`src/rtl/guess_round_ctrl.sv`:
```
// guess_round_ctrl: bulls-and-cows round sequencer (secret load, guess capture, scoring, win/lose).
module guess_round_ctrl #(
  parameter int MAX_GUESS = 10
) (
  input  logic        clk,
  input  logic        reset,
  input  logic [3:0]  iNum1,
  input  logic [3:0]  iNum2,
  input  logic [3:0]  iNum3,
  input  logic        iNumRdy,
  output logic [11:0] oAns,
  output logic [11:0] oGuess,
  output logic [1:0]  oA,
  output logic [1:0]  oB,
  output logic [3:0]  oGuessCnt,
  output logic [2:0]  oState,
  output logic        oPlayOn,
  output logic        oWin,
  output logic        oLose,
  output logic        oScoreVld,
  output logic        oReject
);
  typedef enum logic [2:0] {IDLE = 3'd0, PLAY = 3'd1, SCORE = 3'd2, WIN = 3'd3, LOSE = 3'd4} state_t;
  state_t state_q, state_d;
  logic rdy_q;
  logic [11:0] ans_q, ans_d, guess_q, guess_d;
  logic [1:0] a_q, a_d, b_q, b_d, a_sc, b_sc;
  logic [3:0] cnt_q, cnt_d, cnt_inc;
  logic vld_q, vld_d, rej_q, rej_d;
  logic rise, valid;
  logic [3:0] g1, g2, g3, d1, d2, d3;
  assign rise  = iNumRdy & ~rdy_q;
  assign valid = (iNum1 <= 4'd9) & (iNum2 <= 4'd9) & (iNum3 <= 4'd9) &
                 (iNum1 != iNum2) & (iNum1 != iNum3) & (iNum2 != iNum3);
  assign {g1, g2, g3} = guess_q;
  assign {d1, d2, d3} = ans_q;
  // Distinct digits bound a+b to 3, so 2-bit sums cannot wrap.
  assign a_sc = 2'(g1 == d1) + 2'(g2 == d2) + 2'(g3 == d3);
  assign b_sc = 2'(g1 == d2) + 2'(g1 == d3) + 2'(g2 == d1) +
                2'(g2 == d3) + 2'(g3 == d1) + 2'(g3 == d2);
  assign cnt_inc = cnt_q + 4'd1;
  always_comb begin
    state_d = state_q;
    ans_d   = ans_q;
    guess_d = guess_q;
    a_d     = a_q;
    b_d     = b_q;
    cnt_d   = cnt_q;
    vld_d   = 1'b0;
    rej_d   = 1'b0;
    if (state_q == SCORE) begin
      a_d     = a_sc;
      b_d     = b_sc;
      cnt_d   = cnt_inc;
      vld_d   = 1'b1;
      state_d = (a_sc == 2'd3) ? WIN : (cnt_inc == 4'(MAX_GUESS)) ? LOSE : PLAY;
    end else if (rise && !valid) begin
      rej_d = 1'b1;
    end else if (rise && state_q == PLAY) begin
      guess_d = {iNum1, iNum2, iNum3};
      state_d = SCORE;
    end else if (rise) begin
      ans_d   = {iNum1, iNum2, iNum3};
      guess_d = '0;
      a_d     = '0;
      b_d     = '0;
      cnt_d   = '0;
      state_d = PLAY;
    end
  end
  always_ff @(posedge clk) begin
    if (reset) begin
      state_q <= IDLE;
      rdy_q   <= 1'b0;
      ans_q   <= '0;
      guess_q <= '0;
      a_q     <= '0;
      b_q     <= '0;
      cnt_q   <= '0;
      vld_q   <= 1'b0;
      rej_q   <= 1'b0;
    end else begin
      state_q <= state_d;
      rdy_q   <= iNumRdy;
      ans_q   <= ans_d;
      guess_q <= guess_d;
      a_q     <= a_d;
      b_q     <= b_d;
      cnt_q   <= cnt_d;
      vld_q   <= vld_d;
      rej_q   <= rej_d;
    end
  end
  assign oAns      = ans_q;
  assign oGuess    = guess_q;
  assign oA        = a_q;
  assign oB        = b_q;
  assign oGuessCnt = cnt_q;
  assign oState    = state_q;
  assign oPlayOn   = state_q != IDLE;
  assign oWin      = state_q == WIN;
  assign oLose     = state_q == LOSE;
  assign oScoreVld = vld_q;
  assign oReject   = rej_q;
endmodule

```
`config.mk`:
```
export PLATFORM = sky130hd
export DESIGN_NAME = guess_round_ctrl
export DESIGN_NICKNAME = d
export VERILOG_FILES = /design/src/rtl/guess_round_ctrl.sv
export SDC_FILE = /design/constraint.sdc
export NUM_CORES = 1
export LEC_CHECK = 0
export CAP_MARGIN = 0
export CORE_MARGIN = 3
export CORE_UTILIZATION = 30
export CTS_BUF_LIST = sky130_fd_sc_hd__clkbuf_2 sky130_fd_sc_hd__clkbuf_4 sky130_fd_sc_hd__clkbuf_8
export CTS_CLUSTER_DIAMETER = 120
export DETAILED_ROUTE_END_ITERATION = 8
export DONT_BUFFER_PORTS = 1
export HOLD_SLACK_MARGIN = 0.08
export PLACE_DENSITY = 0.53
export SLEW_MARGIN = 20
export SYNTH_ARGS = -nofsm -noshare
export SYNTH_HDL_FRONTEND = slang
export SYNTH_SLANG_ARGS = --single-unit
```
`constraint.sdc`:
```
create_clock -name clk -period 6.3 [get_ports clk]
set_input_delay 1.26 -clock clk [delete_from_list [all_inputs] [get_ports clk]]
set_output_delay 1.26 -clock clk [all_outputs]
set_load 0.1 [all_outputs]
```
==> flow_metrics.py, run 1 <==
metrics = {
    "cts": {
        "cts_max_level": 2,
        "cts_root_buf": "clkbuf_8",
        "cts.hold.buffers_added": 0,
        "cts_resized": 0,
        "cts_num_sinks": 38,
        "cts_tree": "done",
        "clock_latency_ns": 0.29,
        "post_cts_buffers": 0,
        "cts_buffer_depth": 2,
        "clkTransAtPathRegs_ns": 0.07,
        "cts_buffers": 5,
    },
    "global_routing": {
        "antenna_found_initial": 0,
        "grt_usage_pct": 16.6,
        "grt_remaining_overflow": 0,
        "grt_max_degree": 40,
        "grt_pass1_vias": 2081,
        "grt_first_pass_wirelength_um": 11700,
    },
    "synth": {
        "ys_warn_count": 0,
        "netlist_instances": 271,
        "syn_area_per_cell_um2": 8.98,
        "syn_nets": 292,
        "synthTopCellsByArea": "dfxtp_1 31%, xor2_1 16%, mux2i_1 4.9%",
        "yosysUniqueCellTypes": 45,
        "synth-seq-cells": 38,
        "ys_seq_area_share_pct": 31.3,
        "synth_area_um2": 2430,
        "synth_top_area_cell": "dfxtp_1",
        "yosysTopAreaCellShare_pct": 31.3,
    },
    "worst_setup_path": {
        "crit_type": "reg -> out",
        "end_kind": "primary output",
        "required_ns": 5.04,
        "r2r_start": "oAns[0]",
        "cp-startpoint": "oState[2]",
        "worst-endpoint-arrival_ns": 2.11,
        "crit_path_max_fanout": 10,
        "cp-start-kind": "flop",
        "regToRegSetupSlack_ns": 3.24,
    },
    "detailed_routing": {
        "drc": 0,
        "routedWlPerCell_um": 19.0,
        "via_count": 2112,
        "viasPerCell": 5.51,
        "antenna_left": 0,
        "wl_um": 7280,
        "detail_route.first_pass.iterations": 4,
        "drt_iter0_markers": 186,
    },
    "layout": {
        "register_area_um2": 773,
        "final_common_cell": "xor2_1",
        "mostFrequentLayoutCells": "45 x xor2_1, 28 x dfxtp_1, 19 x nand2_1",
        "layout-drive-gt1-share_pct": 15.7,
        "antennaDiodeCount": 0,
        "syn_to_final_growth_pct": 13.2,
        "fill_cells": 815,
        "fin_nets": 301,
        "multiInputGateArea_um2": 1580,
    },
    "floorplan": {
        "die_h_um": 96.0,
        "die_area_um2": 9220,
        "core_region_area_um2": 7810,
        "rows": 32,
        "die_x_um": 96.0,
        "ios": 55,
        "initial_core_util_pct": 31.2,
    },
    "worst_hold_path": {
        "hp-start": "rdy_q",
        "hp-class": "reg -> reg",
    },
    "timing": {
        "hold_violations": 0,
        "worst_pin_slew_ns": 1.12,
        "slew_viol_final": 0,
        "max_slew_margin_pct": 24.9,
        "tns_ns": 0,
        "setup_viol": 0,
        "fin_worst_skew_ns": 0.0144,
        "grt_setup_unrepaired": "no",
        "min_period_over_period_pct": 53.5,
        "fmax_mhz": 297,
        "min_period_ns": 3.37,
        "post-route-worst-setup-slack_ns": 2.93,
    },
    "place": {
        "dpl.hpwl_um": 5460,
        "place.gp.congestion": 0.799,
        "pre_cts_slack_ns": 2.82,
        "io_buffers": 0,
    },
    "power_and_ir_drop": {
        "vdd_drop_max_mv": 0.0984,
        "p_leak_nw": 1.19,
        "power_density_nw_per_um2": 214,
    },
    "run": {
        "maxCapViolCount": 0,
    },
    "outcome": {
        "outcome": "complete, no violations",
    },
}
[per-layer routing]
layer	wire, um	up-vias	GRT usage (%)	share of wire, %
li1	-	1007	-	-
met1	3240	1027	23.3	44
met2	3400	73	25.0	47
met3	592	5	4.93	8.1
met4	51	0	4.03	0.70
met5	0	-	0	0
[sequential cells by signal, indices dropped and copies added, names as in the netlist]
signal	flops
oReject	1
oGuess	12
oGuessCnt	4
oScoreVld	1
oA	2
rdy_q	1
oState	3
oB	2
oAns	12
[cell families (layout without fill, tap and decap cells)]
family	Yosys count	in the layout	synth area share [%]
AO/OA/AOI/OAI	60	60	17.2
XOR/XNOR	52	52	18.7
adder cells (fa/ha/maj)	6	6	4.01
buffers and inverters	19	29	4.17
flip-flops	38	38	31.3
multiplexers	12	12	4.94
AND/OR/NAND/NOR	84	84	19.7
[worst max-delay path: stages (launching register included)]
cell and delay (ns):
dfxtp_2 0.53, and2b_1 0.47, and2_1 0.82
[cells in the mapped netlist, drive strengths merged]
| cell type | count |
|---|---|
| o211ai | 6 |
| or4 | 1 |
| clkbuf | 11 |
| a2111oi | 1 |
| buf | 6 |
| o21ai | 7 |
| fa | 3 |
| nand2 | 19 |
| nor2b | 2 |
| nand3 | 4 |
| xor2 | 45 |
| inv | 2 |
| mux2i | 12 |
| o311ai | 5 |
| and4 | 1 |
| a41oi | 1 |
| a311oi | 2 |
| xnor2 | 7 |
| o31ai | 13 |
| and2b | 1 |
| ha | 3 |
| nor2 | 6 |
| a31oi | 7 |
| or3 | 4 |
| nor3b | 2 |
| a21o | 1 |
| or2 | 2 |
| nor4 | 11 |
| dfxtp | 38 |
| o21a | 1 |
| nand4 | 15 |
| and2 | 1 |
| o21bai | 1 |
| nor3 | 1 |
| nand2b | 14 |
| a21oi | 15 |
[report_power, final]
part	switching, mW	internal, mW
Sequential	0.0162	0.245
Combinational	0.0815	0.0398
Clock	0.0896	0.117
[final cells by class]
class / instances / area share (%)
timing repair buffer: 19 / 5.82
inverter: 2 / 0.273
clock buffer: 5 / 2.50
multi-input combinational: 214 / 57.2
sequential: 38 / 28.1
tap: 102 / 4.64
clock inverter: 3 / 1.45
[metrics by stage]
step	power, mW	cells	hold WS [ns]	util [%]	instance area, um^2
2_1_floorplan	0.367	271	0.556	-	2430
6_report	0.588	383	0.596	35.3	2750
5_1_grt	0.618	383	0.648	35.3	2750
3_5_place_dp	0.387	375	0.590	33.8	2640
3_3_place_gp	0.387	375	0.583	33.7	2630
4_1_cts	0.592	383	0.608	35.2	2750
[path summary, 6_finish.rpt]
check,endpoint,cells after the start
setup / recovery,oWin,2
setup reg to reg,oB[1],8
hold reg to reg,oReject,2
hold / removal,oReject,2
(Power assumes the default switching activity.)
==> inputs of run 2 (changes only) <==
- clock period: 6.3 -> 3.44 ns (I/O delays scaled with it)
==> flow_metrics.py, run 2 (same netlist as run 1, synthesis figures left out) <==
metrics = {
    "cts": {
        "clkTransAtPathRegs_ns": 0.08,
        "cts.hold.buffers_added": 0,
        "cts_buffers": 5,
        "cts_num_sinks": 38,
        "cts_tree": "done",
        "cts_root_buf": "clkbuf_8",
        "cts_resized": 0,
        "cts_max_level": 2,
        "post_cts_buffers": 0,
        "cts_buffer_depth": 2,
        "clock_latency_ns": 0.30,
    },
    "layout": {
        "fin_nets": 319,
        "syn_to_final_growth_pct": 19.1,
        "antennaDiodeCount": 0,
        "layout-drive-gt1-share_pct": 17.4,
        "final_common_cell": "xor2_1",
        "instances_no_fill": 401,
        "mostFrequentLayoutCells": "45 x xor2_1, 38 x dfxtp_1, 37 x buf_4",
        "post-route-cell-area_um2": 2900,
    },
    "worst_setup_path": {
        "crit_type": "reg -> reg",
        "cp-start-kind": "flop",
        "crit_path_max_fanout": 5,
        "slowest_delay_ns": 0.54,
        "critPathBufInv": 0,
        "required_ns": 3.67,
        "worstPathCellList": "xor2_1 > nor4_1 > fa_1 > fa_1 > ha_1 > xnor2_1 > nand2_1 > a31oi_1",
        "worst-endpoint-arrival_ns": 3.03,
        "cp_top_family": "adder cells",
        "r2r-end": "oB[1]",
        "cpMostUsedCell": "fa_1",
        "rr_worst_depth": 8,
        "end_kind": "flop",
        "r2r_start": "oAns[0]",
        "cp-startpoint": "oAns[0]",
        "regToRegSetupSlack_ns": 0.64,
        "slowest_stage": "fa_1",
    },
    "place": {
        "dpl.hpwl_um": 5440,
        "place.gp.congestion": 0.832,
        "dp_cells": 393,
        "io_buffers": 0,
        "post_dp_cell_area_um2": 2760,
    },
    "global_routing": {
        "antenna_found_initial": 0,
        "grt_remaining_overflow": 0,
        "grt_usage_pct": 16.4,
        "grt_first_pass_wirelength_um": 11500,
        "grt_max_degree": 40,
        "grt_pass1_vias": 2160,
    },
    "detailed_routing": {
        "via_count": 2142,
        "detail_route.first_pass.iterations": 4,
        "wl_um": 7410,
        "drt_iter0_markers": 180,
        "routedWlPerCell_um": 18.5,
        "antenna_left": 0,
        "drc": 0,
        "viasPerCell": 5.34,
    },
    "timing": {
        "max_slew_margin_pct": 29.7,
        "fmax_mhz": 357,
        "fin_worst_skew_ns": 0.00616,
        "hold_violations": 0,
        "hold_ws_ns": 0.450,
        "min_period_ns": 2.80,
        "grt_setup_unrepaired": "no",
        "setup_viol": 0,
        "min_period_over_period_pct": 81.4,
        "worst_pin_slew_ns": 1.05,
        "slew_viol_final": 0,
        "tns_ns": 0,
    },
    "floorplan": {
        "die_area_um2": 9220,
        "die_x_um": 96.0,
        "die_h_um": 96.0,
        "rows": 32,
        "core_region_area_um2": 7810,
        "initial_core_util_pct": 31.2,
        "ios": 55,
    },
    "power_and_ir_drop": {
        "vdd_drop_max_mv": 0.140,
        "power_density_nw_per_um2": 410,
        "p_total_mw": 1.19,
        "p_leak_nw": 1.29,
    },
    "worst_hold_path": {
        "whs_path_depth": 1,
        "hp-class": "in -> reg",
        "min_to": "oScoreVld",
        "hp-start": "reset",
    },
    "run": {
        "maxCapViolCount": 0,
    },
    "outcome": {
        "outcome": "complete, no violations",
    },
}
==> run 2: cell types whose count changed in the layout (fill, tap and decap cells not counted), sizes merged <==
cell | before | now
buf | 18 | 37
bufinv | 1 | 2
clkinv | 2 | 0
==> run 2: cell type report <==
cell class | count | area (um^2)
Clock buffer | 6 | 82.6
Multi-Input combinational cell | 214 | 1580
Inverter | 2 | 7.51
Tap cell | 102 | 128
Fill cell | 820 | 4910
Clock inverter | 2 | 60.1
Sequential cell | 38 | 761
Timing Repair Buffer | 37 | 278
==> run 2: routing by layer <==
metal  global-route usage, %  vias up  routed length, um
met5                       0        -                  0
li1                        -     1046                  -
met1                    22.8     1014               3450
met2                    24.3       72               3240
met3                    5.00       10                608
met4                    4.50        0                103
==> run 2: where the power goes <==
group	switching [mW]	internal [mW]	total, mW
logic	0.162	0.0813	0.243
clock network	0.171	0.309	0.481
registers	0.0185	0.448	0.466
==> run 2: how the worst max path moves through the flow <==
| stage | slack [ns] | endpoint | depth (start not counted) |
|---|---|---|---|
| CTS | 0.65 | oB[1] | 8 |
| finish | 0.64 | oB[1] | 8 |
| detailed placement | 0.67 | oB[1] | 8 |
| floorplan | 0.30 | oB[1] | 8 |
| global route | 0.49 | oB[1] | 9 |
| global placement | 0.68 | oB[1] | 8 |
==> run 2: per-stage QoR <==
step	setup WS [ns]	utilization, %
after global placement	0.677	35.3
after CTS	0.650	37.1
after floorplan	0.304	-
after global routing	0.490	37.1
final	0.640	37.1
after detailed placement	0.670	35.3
